--- config.mk ---
export PLATFORM = sky130hd
export DESIGN_NAME = fifo_stream_reader
export DESIGN_NICKNAME = d
export VERILOG_FILES = /design/src/rtl/lmac_fifo_pkg.sv /design/src/rtl/skid_buf2.sv /design/src/rtl/fifo_stream_reader.sv
export SDC_FILE = /design/constraint.sdc
export NUM_CORES = 1
export LEC_CHECK = 0
export BUFFER_PORTS_ARGS = -buffer_cell sky130_fd_sc_hd__buf_4
export CORE_MARGIN = 1.5
export CORE_UTILIZATION = 54
export CTS_CLUSTER_DIAMETER = 40
export DETAILED_ROUTE_END_ITERATION = 8
export PLACE_DENSITY = 0.79
export SYNTH_ARGS = -nofsm -noshare
export SYNTH_HDL_FRONTEND = slang
export SYNTH_SLANG_ARGS = --single-unit
--- constraint.sdc ---
create_clock -name rdclk -period 3.5 [get_ports rdclk]
set_input_delay 0.175 -clock rdclk [delete_from_list [all_inputs] [get_ports rdclk]]
set_output_delay 0.175 -clock rdclk [all_outputs]
set_load 0.01 [all_outputs]
--- src/rtl/lmac_fifo_pkg.sv ---
// rtl/lmac_fifo_pkg.sv - shared state encodings and constants for the FIFO stream reader
package lmac_fifo_pkg;

  typedef enum logic [1:0] {
    ST_IDLE  = 2'd0,
    ST_BURST = 2'd1,
    ST_DRAIN = 2'd2
  } state_t;

  localparam int WORD_CNT_W = 16;

endpackage

--- src/rtl/skid_buf2.sv ---
// rtl/skid_buf2.sv - two-entry register FIFO holding {last, data} words for the output stream
module skid_buf2 #(
  parameter int DW = 9
) (
  input  logic          rdclk,
  input  logic          reset,
  input  logic          push,
  input  logic [DW-1:0] din,
  input  logic          pop,
  output logic [DW-1:0] dout,
  output logic [1:0]    occ,
  output logic          valid
);

  logic [DW-1:0] ent0;
  logic [DW-1:0] ent1;
  logic          pop_ok;

  assign pop_ok = pop & (occ != 2'd0);
  assign dout   = ent0;
  assign valid  = (occ != 2'd0);

  // Head entry is always ent0; a pop shifts ent1 forward, a push fills the first free slot.
  always_ff @(posedge rdclk) begin
    if (reset) begin
      ent0 <= '0;
      ent1 <= '0;
      occ  <= 2'd0;
    end else begin
      case ({push, pop_ok})
        2'b10: begin
          if (occ == 2'd0) ent0 <= din;
          else             ent1 <= din;
          occ <= occ + 2'd1;
        end
        2'b01: begin
          ent0 <= ent1;
          occ  <= occ - 2'd1;
        end
        2'b11: begin
          if (occ == 2'd1) begin
            ent0 <= din;
          end else begin
            ent0 <= ent1;
            ent1 <= din;
          end
        end
        default: begin
        end
      endcase
    end
  end

endmodule

--- src/rtl/fifo_stream_reader.sv ---
// rtl/fifo_stream_reader.sv - drains the async FIFO read port into a framed valid/ready stream
module fifo_stream_reader
  import lmac_fifo_pkg::*;
#(
  parameter int WIDTH = 8,
  parameter int PTR   = 4,
  parameter int BURST = 4
) (
  input  logic                  rdclk,
  input  logic                  reset,
  output logic                  fifo_rden,
  input  logic [WIDTH-1:0]      fifo_dataout,
  input  logic                  fifo_rdempty,
  input  logic [PTR:0]          fifo_rdusedw,
  input  logic                  flush,
  output logic [WIDTH-1:0]      m_data,
  output logic                  m_valid,
  input  logic                  m_ready,
  output logic                  m_last,
  output logic                  busy,
  output logic [WORD_CNT_W-1:0] word_cnt
);

  localparam logic [PTR:0] BURST_W = BURST[PTR:0];
  localparam logic [PTR:0] ONE_W   = {{PTR{1'b0}}, 1'b1};

  state_t       state;
  logic [PTR:0] remain;
  logic         inflight;
  logic         inflight_last;
  logic [1:0]   occ;
  logic         pop;
  logic [2:0]   credit;
  logic         issue_last;
  logic [WIDTH:0] buf_dout;

  // Credit counts buffer slots already promised: held words plus the word in flight, minus the one leaving now.
  assign pop        = m_valid & m_ready;
  assign credit     = {1'b0, occ} + {2'b0, inflight} - {2'b0, pop};
  assign fifo_rden  = (state == ST_BURST) && (remain != '0) && !fifo_rdempty && (credit <= 3'd1);
  assign issue_last = fifo_rden && (remain == ONE_W);
  assign busy       = (state != ST_IDLE);
  assign m_data     = buf_dout[WIDTH-1:0];
  assign m_last     = buf_dout[WIDTH];

  // Burst sequencing; the burst length is snapshotted in IDLE and only counts down afterwards.
  always_ff @(posedge rdclk) begin
    if (reset) begin
      state  <= ST_IDLE;
      remain <= '0;
    end else begin
      case (state)
        ST_IDLE: begin
          if (fifo_rdusedw >= BURST_W) begin
            remain <= BURST_W;
            state  <= ST_BURST;
          end else if (flush && (fifo_rdusedw != '0)) begin
            remain <= fifo_rdusedw;
            state  <= ST_BURST;
          end
        end
        ST_BURST: begin
          if (fifo_rden) begin
            remain <= remain - ONE_W;
            if (issue_last) state <= ST_DRAIN;
          end
        end
        ST_DRAIN: begin
          if (pop && m_last) state <= ST_IDLE;
        end
        default: state <= ST_IDLE;
      endcase
    end
  end

  // Track the FIFO's one-cycle read latency so returning data is pushed with its last flag.
  always_ff @(posedge rdclk) begin
    if (reset) begin
      inflight      <= 1'b0;
      inflight_last <= 1'b0;
    end else begin
      inflight      <= fifo_rden;
      inflight_last <= issue_last;
    end
  end

  // Count words accepted downstream; wraps naturally.
  always_ff @(posedge rdclk) begin
    if (reset) word_cnt <= '0;
    else if (pop) word_cnt <= word_cnt + 16'd1;
  end

  skid_buf2 #(.DW(WIDTH + 1)) u_buf (
    .rdclk (rdclk),
    .reset (reset),
    .push  (inflight),
    .din   ({inflight_last, fifo_dataout}),
    .pop   (pop),
    .dout  (buf_dout),
    .occ   (occ),
    .valid (m_valid)
  );

endmodule

==> results.py, run 1 <==
metrics = {
    "run_status": {
        "outcome": "complete, no violations",
    },
    "synth": {
        "synthDistinctLibCells": 46,
        "synth_warnings": 0,
        "ys.flop_type": "dfxtp_1",
        "synth_edf_count": 0,
        "synthArstFlopShare_pct": 0,
        "synth_nets": 279,
        "synth_area_um2": 2208,
        "synth_seq_area_share_pct": 40.79,
        "synth_seq_cells": 45,
        "syn_inst": 250,
        "postSynthAreaPerCell_um2": 8.833,
    },
    "floorplanning": {
        "core_um2": 3971,
        "die_h_um": 66.95,
        "start_util_pct": 55.61,
        "num_rows": 23,
        "io_pins": 46,
        "dieWidth_um": 66.95,
        "die-area_um2": 4482,
    },
    "timing": {
        "relSlewSlack_pct": 50.68,
        "final.min_clock_period_ps": 3051,
        "worst_pin_slew_ps": 739.8,
        "final_max_slew_viol_count": 0,
        "final.setup.worst_slack_ps": 449.4,
        "setup_viol": 0,
        "rsz0062_at_grt": "no",
        "fin_skew_ps": 11.30,
        "fin_setup_tns_ps": 0,
        "fmax_mhz": 327.8,
        "finalHoldViolations": 0,
        "period_share_pct": 87.16,
    },
    "setup_path": {
        "r2r-start": "u_buf.occ[1]",
        "required_ps": 3320,
        "crit_chain": "inv_1 > ha_1 > nor2b_1 > xnor2_1 > ha_1 > inv_1 > fa_1 > nand4bb_1 > or3_1 > inv_1 > buf_4",
        "criticalPathCategory": "flip-flop to primary output",
        "start_kind": "flip-flop",
        "arrival_ps": 2880,
        "critPathMaxFanout": 5,
        "rr_endpoint": "remain[2]",
        "crit_path_max_incr_delay_ps": 470,
        "cp-end-kind": "primary output",
        "crit_family": "adder cells",
        "crit_buf_inv": 4,
        "crit_slowest_cell": "fa_1",
        "reg2reg_slack_ps": 670,
        "crit_top_cell": "inv_1",
        "reg2reg_depth": 11,
    },
    "finish": {
        "final_cells": 343,
        "fillers": 327,
        "diodes": 0,
        "area_growth_pct": 21.47,
        "finalInstanceArea_um2": 2683,
        "seq_area_um2": 900.9,
        "nets": 321,
        "multi_input_area_um2": 1187,
        "fin_util_pct": 67.55,
        "drive_above_1_share_pct": 20.82,
    },
    "clocking": {
        "cts_root_buf": "clkbuf_8",
        "cts_setup_buffers": 0,
        "cts_max_path_buffers": 2,
        "cts.sinks": 45,
        "ctsHoldBuffers": 0,
        "clock_latency_ps": 310,
        "cts-resized-gates": 0,
        "path_clk_slew_ps": 90,
        "numCtsBuffers": 5,
        "htreeDepth": 2,
        "cts_tree": "yes",
    },
    "drt": {
        "met3_length_um": 204,
        "drcViolationCount": 0,
        "drtIter0Drc": 116,
        "top_layer_used": "met4",
        "routed_via_density": 5.496,
        "wire_per_inst_um": 13.34,
        "wl_met1_um": 2108,
        "firstDrtPassIters": 4,
        "totalWireLength_um": 4576,
        "vias": 1885,
        "drtAntennaViolNets": 0,
        "met2WireLength_um": 2186,
    },
    "place": {
        "port_buffers": 45,
        "postPlaceCellArea_um2": 2567,
        "dp_hpwl_um": 3221,
        "pre_cts_slack_ps": 657.2,
        "dp.cells": 335,
        "gp_congestion": 0.8766,
    },
    "worst_hold_path": {
        "min_from": "fifo_dataout[1]",
        "hold_depth": 3,
        "hold_class": "primary input to flip-flop",
        "whs_endpoint": "u_buf.ent1[1]",
    },
    "power_and_ir_drop": {
        "ir_drop_v": 0.0002836,
        "p_per_area_nw_per_um2": 589.1,
        "power.leakage_nw": 1.160,
    },
    "global_routing": {
        "antenna_found_initial": 0,
        "grt_pass1_vias": 1677,
        "grt_remaining_overflow": 0,
        "grt_use_total_pct": 21.67,
        "grt_pass1_wl_um": 7286,
        "grt_max_degree": 44,
    },
    "flow_run": {
        "cap_viol_max_count": 0,
    },
}
==> worst min-delay path, delay by kind of cell <==
family | cells | cell delay [ps]
buffers and inverters | 1 | 80
muxes | 1 | 50
and+or+nand+nor | 1 | 70
==> routing by layer <==
metal | GRT usage, % | vias to the layer above
li1 | - | 965
met1 | 25.23 | 880
met2 | 37.00 | 35
met3 | 6.081 | 5
met4 | 9.184 | 0
met5 | 0 | -
==> metrics by stage <==
stage	hold WS (ps)	total power (W)
2_1_floorplan	318.9	0.001014
4_1_cts	105.6	0.001592
3_5_place_dp	432.1	0.001196
3_3_place_gp	422.0	0.001180
6_report	108.6	0.001580
5_1_grt	103.7	0.001675
==> cells by family (layout without fill, tap and decap cells) <==
group / Yosys count / count (layout) / synth area share, %
xor+xnor: 14 / 14 / 5.553
compound gates: 38 / 38 / 12.81
flops: 45 / 45 / 40.79
buf+inv: 28 / 71 / 5.439
mux: 11 / 11 / 4.986
simple gates: 103 / 103 / 23.85
fa+ha+maj: 11 / 11 / 6.572
==> where the power goes <==
part	switching, W	internal [W]
registers	0.0000559	0.000583
logic	0.000292	0.000251
clock network	0.000185	0.000214
==> cells in the mapped netlist (6+ instances only) <==
| cell | instances | area share [%] |
|---|---|---|
| a21oi_1 | 10 | 2.3 |
| a222oi_1 | 9 | 4.1 |
| clkbuf_1 | 7 | 1.2 |
| dfxtp_1 | 45 | 41 |
| ha_1 | 10 | 5.7 |
| inv_1 | 15 | 2.5 |
| mux2i_1 | 11 | 5.0 |
| nand2_1 | 12 | 2.0 |
| nand3_1 | 7 | 1.6 |
| nor2_1 | 36 | 6.1 |
| nor3_1 | 13 | 2.9 |
| o21ai_0 | 8 | 1.8 |
| xnor2_1 | 6 | 2.4 |
| xor2_1 | 8 | 3.2 |
==> sequential cells by signal (all words and copies together) (netlist names) <==
register	flops
remain	5
state	2
u_buf.ent1	9
u_buf.occ	2
inflight_last	1
u_buf.dout	9
inflight	1
word_cnt	16
==> layout make-up <==
cell class / count / area share (%)
multi-input cells: 177 / 44.26
clock buffers: 5 / 2.565
repair buffers: 48 / 13.43
clock inverters: 3 / 1.726
flip-flops and latches: 45 / 33.58
well taps: 50 / 2.332
inverters: 15 / 2.099
==> layout by cell type, fill, tap and decap left out, types with 2 or more instances in the layout <==
| cell | n |
|---|---|
| and3_1 | 2 |
| a21oi_1 | 10 |
| ha_1 | 10 |
| clkbuf_8 | 5 |
| nand2_1 | 12 |
| or3_1 | 5 |
| nor4_1 | 3 |
| a32oi_1 | 2 |
| a311oi_1 | 2 |
| a222oi_1 | 9 |
| nand2b_1 | 3 |
| or2_2 | 2 |
| nor3_1 | 13 |
| dfxtp_1 | 45 |
| nand4_1 | 4 |
| mux2i_1 | 11 |
| nand3_1 | 7 |
| xor2_1 | 8 |
| and4_1 | 2 |
| o21ai_0 | 8 |
| nand3b_1 | 2 |
| xnor2_1 | 6 |
| nor2b_1 | 3 |
| nor2_1 | 36 |
| buf_4 | 48 |
| inv_1 | 15 |
==> how the worst max path moves through the flow <==
stage	start	cells past startpoint	to	slack, ps
after floorplan	u_buf.occ[0]	12	remain[2]	730
after global placement	u_buf.occ[1]	11	remain[2]	730
after detailed placement	u_buf.occ[1]	11	remain[2]	660
after CTS	u_buf.occ[1]	11	fifo_rden	440
after global routing	u_buf.occ[1]	11	fifo_rden	250
final	u_buf.occ[1]	11	fifo_rden	450
(Power assumes the default switching activity.)
==> run 2, diff against run 1 <==
--- a/config.mk
+++ b/config.mk
@@ -10,6 +10,7 @@
 export CORE_UTILIZATION = 54
 export CTS_CLUSTER_DIAMETER = 40
 export DETAILED_ROUTE_END_ITERATION = 8
+export GPL_TIMING_DRIVEN = 0
 export PLACE_DENSITY = 0.79
 export SYNTH_ARGS = -nofsm -noshare
 export SYNTH_HDL_FRONTEND = slang
==> run 2 against run 1 <==
Compared with the run above:
- maximum frequency decreased by 5.7%
- utilization increased by 0.88 points
- wire length increased by 1.4%
- sequential power about the same
- combinational power about the same
- highest routed layer unchanged
==> results.py, run 2 (synthesis results as in run 1) <==
metrics = {
    "run_status": {
        "outcome": "complete, no violations",
    },
    "global_routing": {
        "grt.met1_usage_pct": 28.57,
        "met2_usage_pct": 36.50,
        "grt_pass1_vias": 1666,
        "grt_remaining_overflow": 0,
        "grt_max_degree": 14,
        "met3_usage_pct": 4.054,
        "antenna_found_initial": 0,
        "busiest_layer": "met2",
        "grt_pass1_wl_um": 7493,
        "grt_use_total_pct": 22.10,
    },
    "drt": {
        "drtIter0Drc": 160,
        "drcViolationCount": 0,
        "vias": 1915,
        "wire_per_inst_um": 13.18,
        "drtAntennaViolNets": 0,
        "routed_via_density": 5.440,
        "firstDrtPassIters": 5,
        "totalWireLength_um": 4641,
    },
    "floorplanning": {
        "start_util_pct": 55.61,
        "num_rows": 23,
        "core_um2": 3971,
        "die_h_um": 66.95,
        "io_pins": 46,
        "dieWidth_um": 66.95,
        "die-area_um2": 4482,
    },
    "worst_hold_path": {
        "hold_class": "primary input to flip-flop",
        "min_from": "fifo_dataout[5]",
        "whs_endpoint": "u_buf.ent1[5]",
        "hold_depth": 3,
    },
    "setup_path": {
        "crit_buf_inv": 5,
        "criticalPathCategory": "flip-flop to primary output",
        "reg2reg_depth": 12,
        "crit_family": "adder cells",
        "crit_chain": "inv_1 > ha_1 > nor2b_1 > buf_2 > xnor2_1 > ha_1 > inv_1 > fa_1 > nand4bb_1 > or3_1 > inv_1 > buf_4",
        "arrival_ps": 3060,
        "r2r-start": "u_buf.occ[0]",
        "reg2reg_slack_ps": 320,
        "crit_top_cell": "inv_1",
        "start_kind": "flip-flop",
        "rr_endpoint": "remain[2]",
        "cp-end-kind": "primary output",
        "required_ps": 3320,
        "crit_slowest_cell": "fa_1",
        "crit_path_max_incr_delay_ps": 480,
        "critPathMaxFanout": 8,
    },
    "finish": {
        "nets": 330,
        "largest_register": "word_cnt",
        "final_cells": 352,
        "diodes": 0,
        "final_cell_mix": "buf_4 (45), dfxtp_1 (45), nor2_1 (36)",
        "drive_above_1_share_pct": 20.20,
        "area_growth_pct": 23.06,
        "fin_util_pct": 68.43,
        "finalInstanceArea_um2": 2718,
        "largest_register_ffs": 16,
    },
    "timing": {
        "whs_ps": 127.2,
        "rsz0062_at_grt": "no",
        "worst_pin_slew_ps": 698.2,
        "finalHoldViolations": 0,
        "setup_viol": 0,
        "fin_setup_tns_ps": 0,
        "period_share_pct": 92.45,
        "final_max_slew_viol_count": 0,
        "fmax_mhz": 309.0,
        "relSlewSlack_pct": 53.46,
        "fin_skew_ps": 6.132,
        "final.min_clock_period_ps": 3236,
    },
    "clocking": {
        "htreeDepth": 2,
        "path_clk_slew_ps": 80,
        "cts_tree": "yes",
        "cts_root_buf": "clkbuf_8",
        "cts_setup_buffers": 0,
        "cts-resized-gates": 0,
        "numCtsBuffers": 5,
        "clock_latency_ps": 290,
        "ctsHoldBuffers": 0,
        "cts.sinks": 45,
        "cts_max_path_buffers": 2,
    },
    "place": {
        "dp_hpwl_um": 3406,
        "postPlaceCellArea_um2": 2601,
        "dp.cells": 344,
        "gp_congestion": 0.8752,
        "port_buffers": 44,
    },
    "power_and_ir_drop": {
        "power.leakage_nw": 1.176,
        "ir_drop_v": 0.0003221,
        "p_per_area_nw_per_um2": 581.0,
    },
    "flow_run": {
        "cap_viol_max_count": 0,
    },
}
run 2: final cells by class:
type                            instances  area, um^2
Clock inverter                          1       30.03
Clock buffer                            7       86.33
Buffer                                 13       63.81
Inverter                               15       56.30
Sequential cell                        45       900.9
Timing Repair Buffer                   44       330.3
Tap cell                               50       62.56
Multi-Input combinational cell        177        1187
Fill cell                             335        1254
run 2: worst max path at each step:
| stage | start | to | depth (start not counted) |
|---|---|---|---|
| 2_1_floorplan | u_buf.occ[0] | remain[2] | 12 |
| 3_3_place_gp | u_buf.occ[0] | remain[2] | 12 |
| 3_5_place_dp | u_buf.occ[0] | remain[2] | 12 |
| 4_1_cts | u_buf.occ[0] | fifo_rden | 12 |
| 5_1_grt | u_buf.occ[0] | fifo_rden | 12 |
| 6_report | u_buf.occ[0] | fifo_rden | 12 |
run 2: per-stage QoR:
| stage | total power, W | worst slack [ps] |
|---|---|---|
| 2_1_floorplan | 0.001014 | 730.1 |
| 3_3_place_gp | 0.001176 | 527.4 |
| 3_5_place_dp | 0.001192 | 422.0 |
| 4_1_cts | 0.001592 | 259.2 |
| 5_1_grt | 0.001681 | 77.88 |
| 6_report | 0.001579 | 264.1 |
run 2: report_power, final:
group / internal, W / leakage [nW] / switching [W]
Sequential: 0.000583 / 0.365 / 0.0000530
Combinational: 0.000249 / 0.752 / 0.000296
Clock: 0.000233 / 0.0585 / 0.000165
Total: 0.00106 / 1.18 / 0.000514
run 2: metal layers:
layer  up-vias  routed length [um]  part of all wire (%)
li1        981                   -                     -
met1       878                2078                    45
met2        47                2260                    49
met3         9                 229                   4.9
met4         0                  72                   1.6
met5         -                   0                     0
run 2: worst reg2reg max path, cell delays in order (launching register included):
cell and delay [ps]:
dfxtp_1 400, inv_1 100, ha_1 260, nor2b_1 110, buf_2 220, xnor2_1 150, ha_1 180, inv_1 50
fa_1 480, nand4bb_1 160, or3_1 440, a2111oi_0 410, nor2_1 100
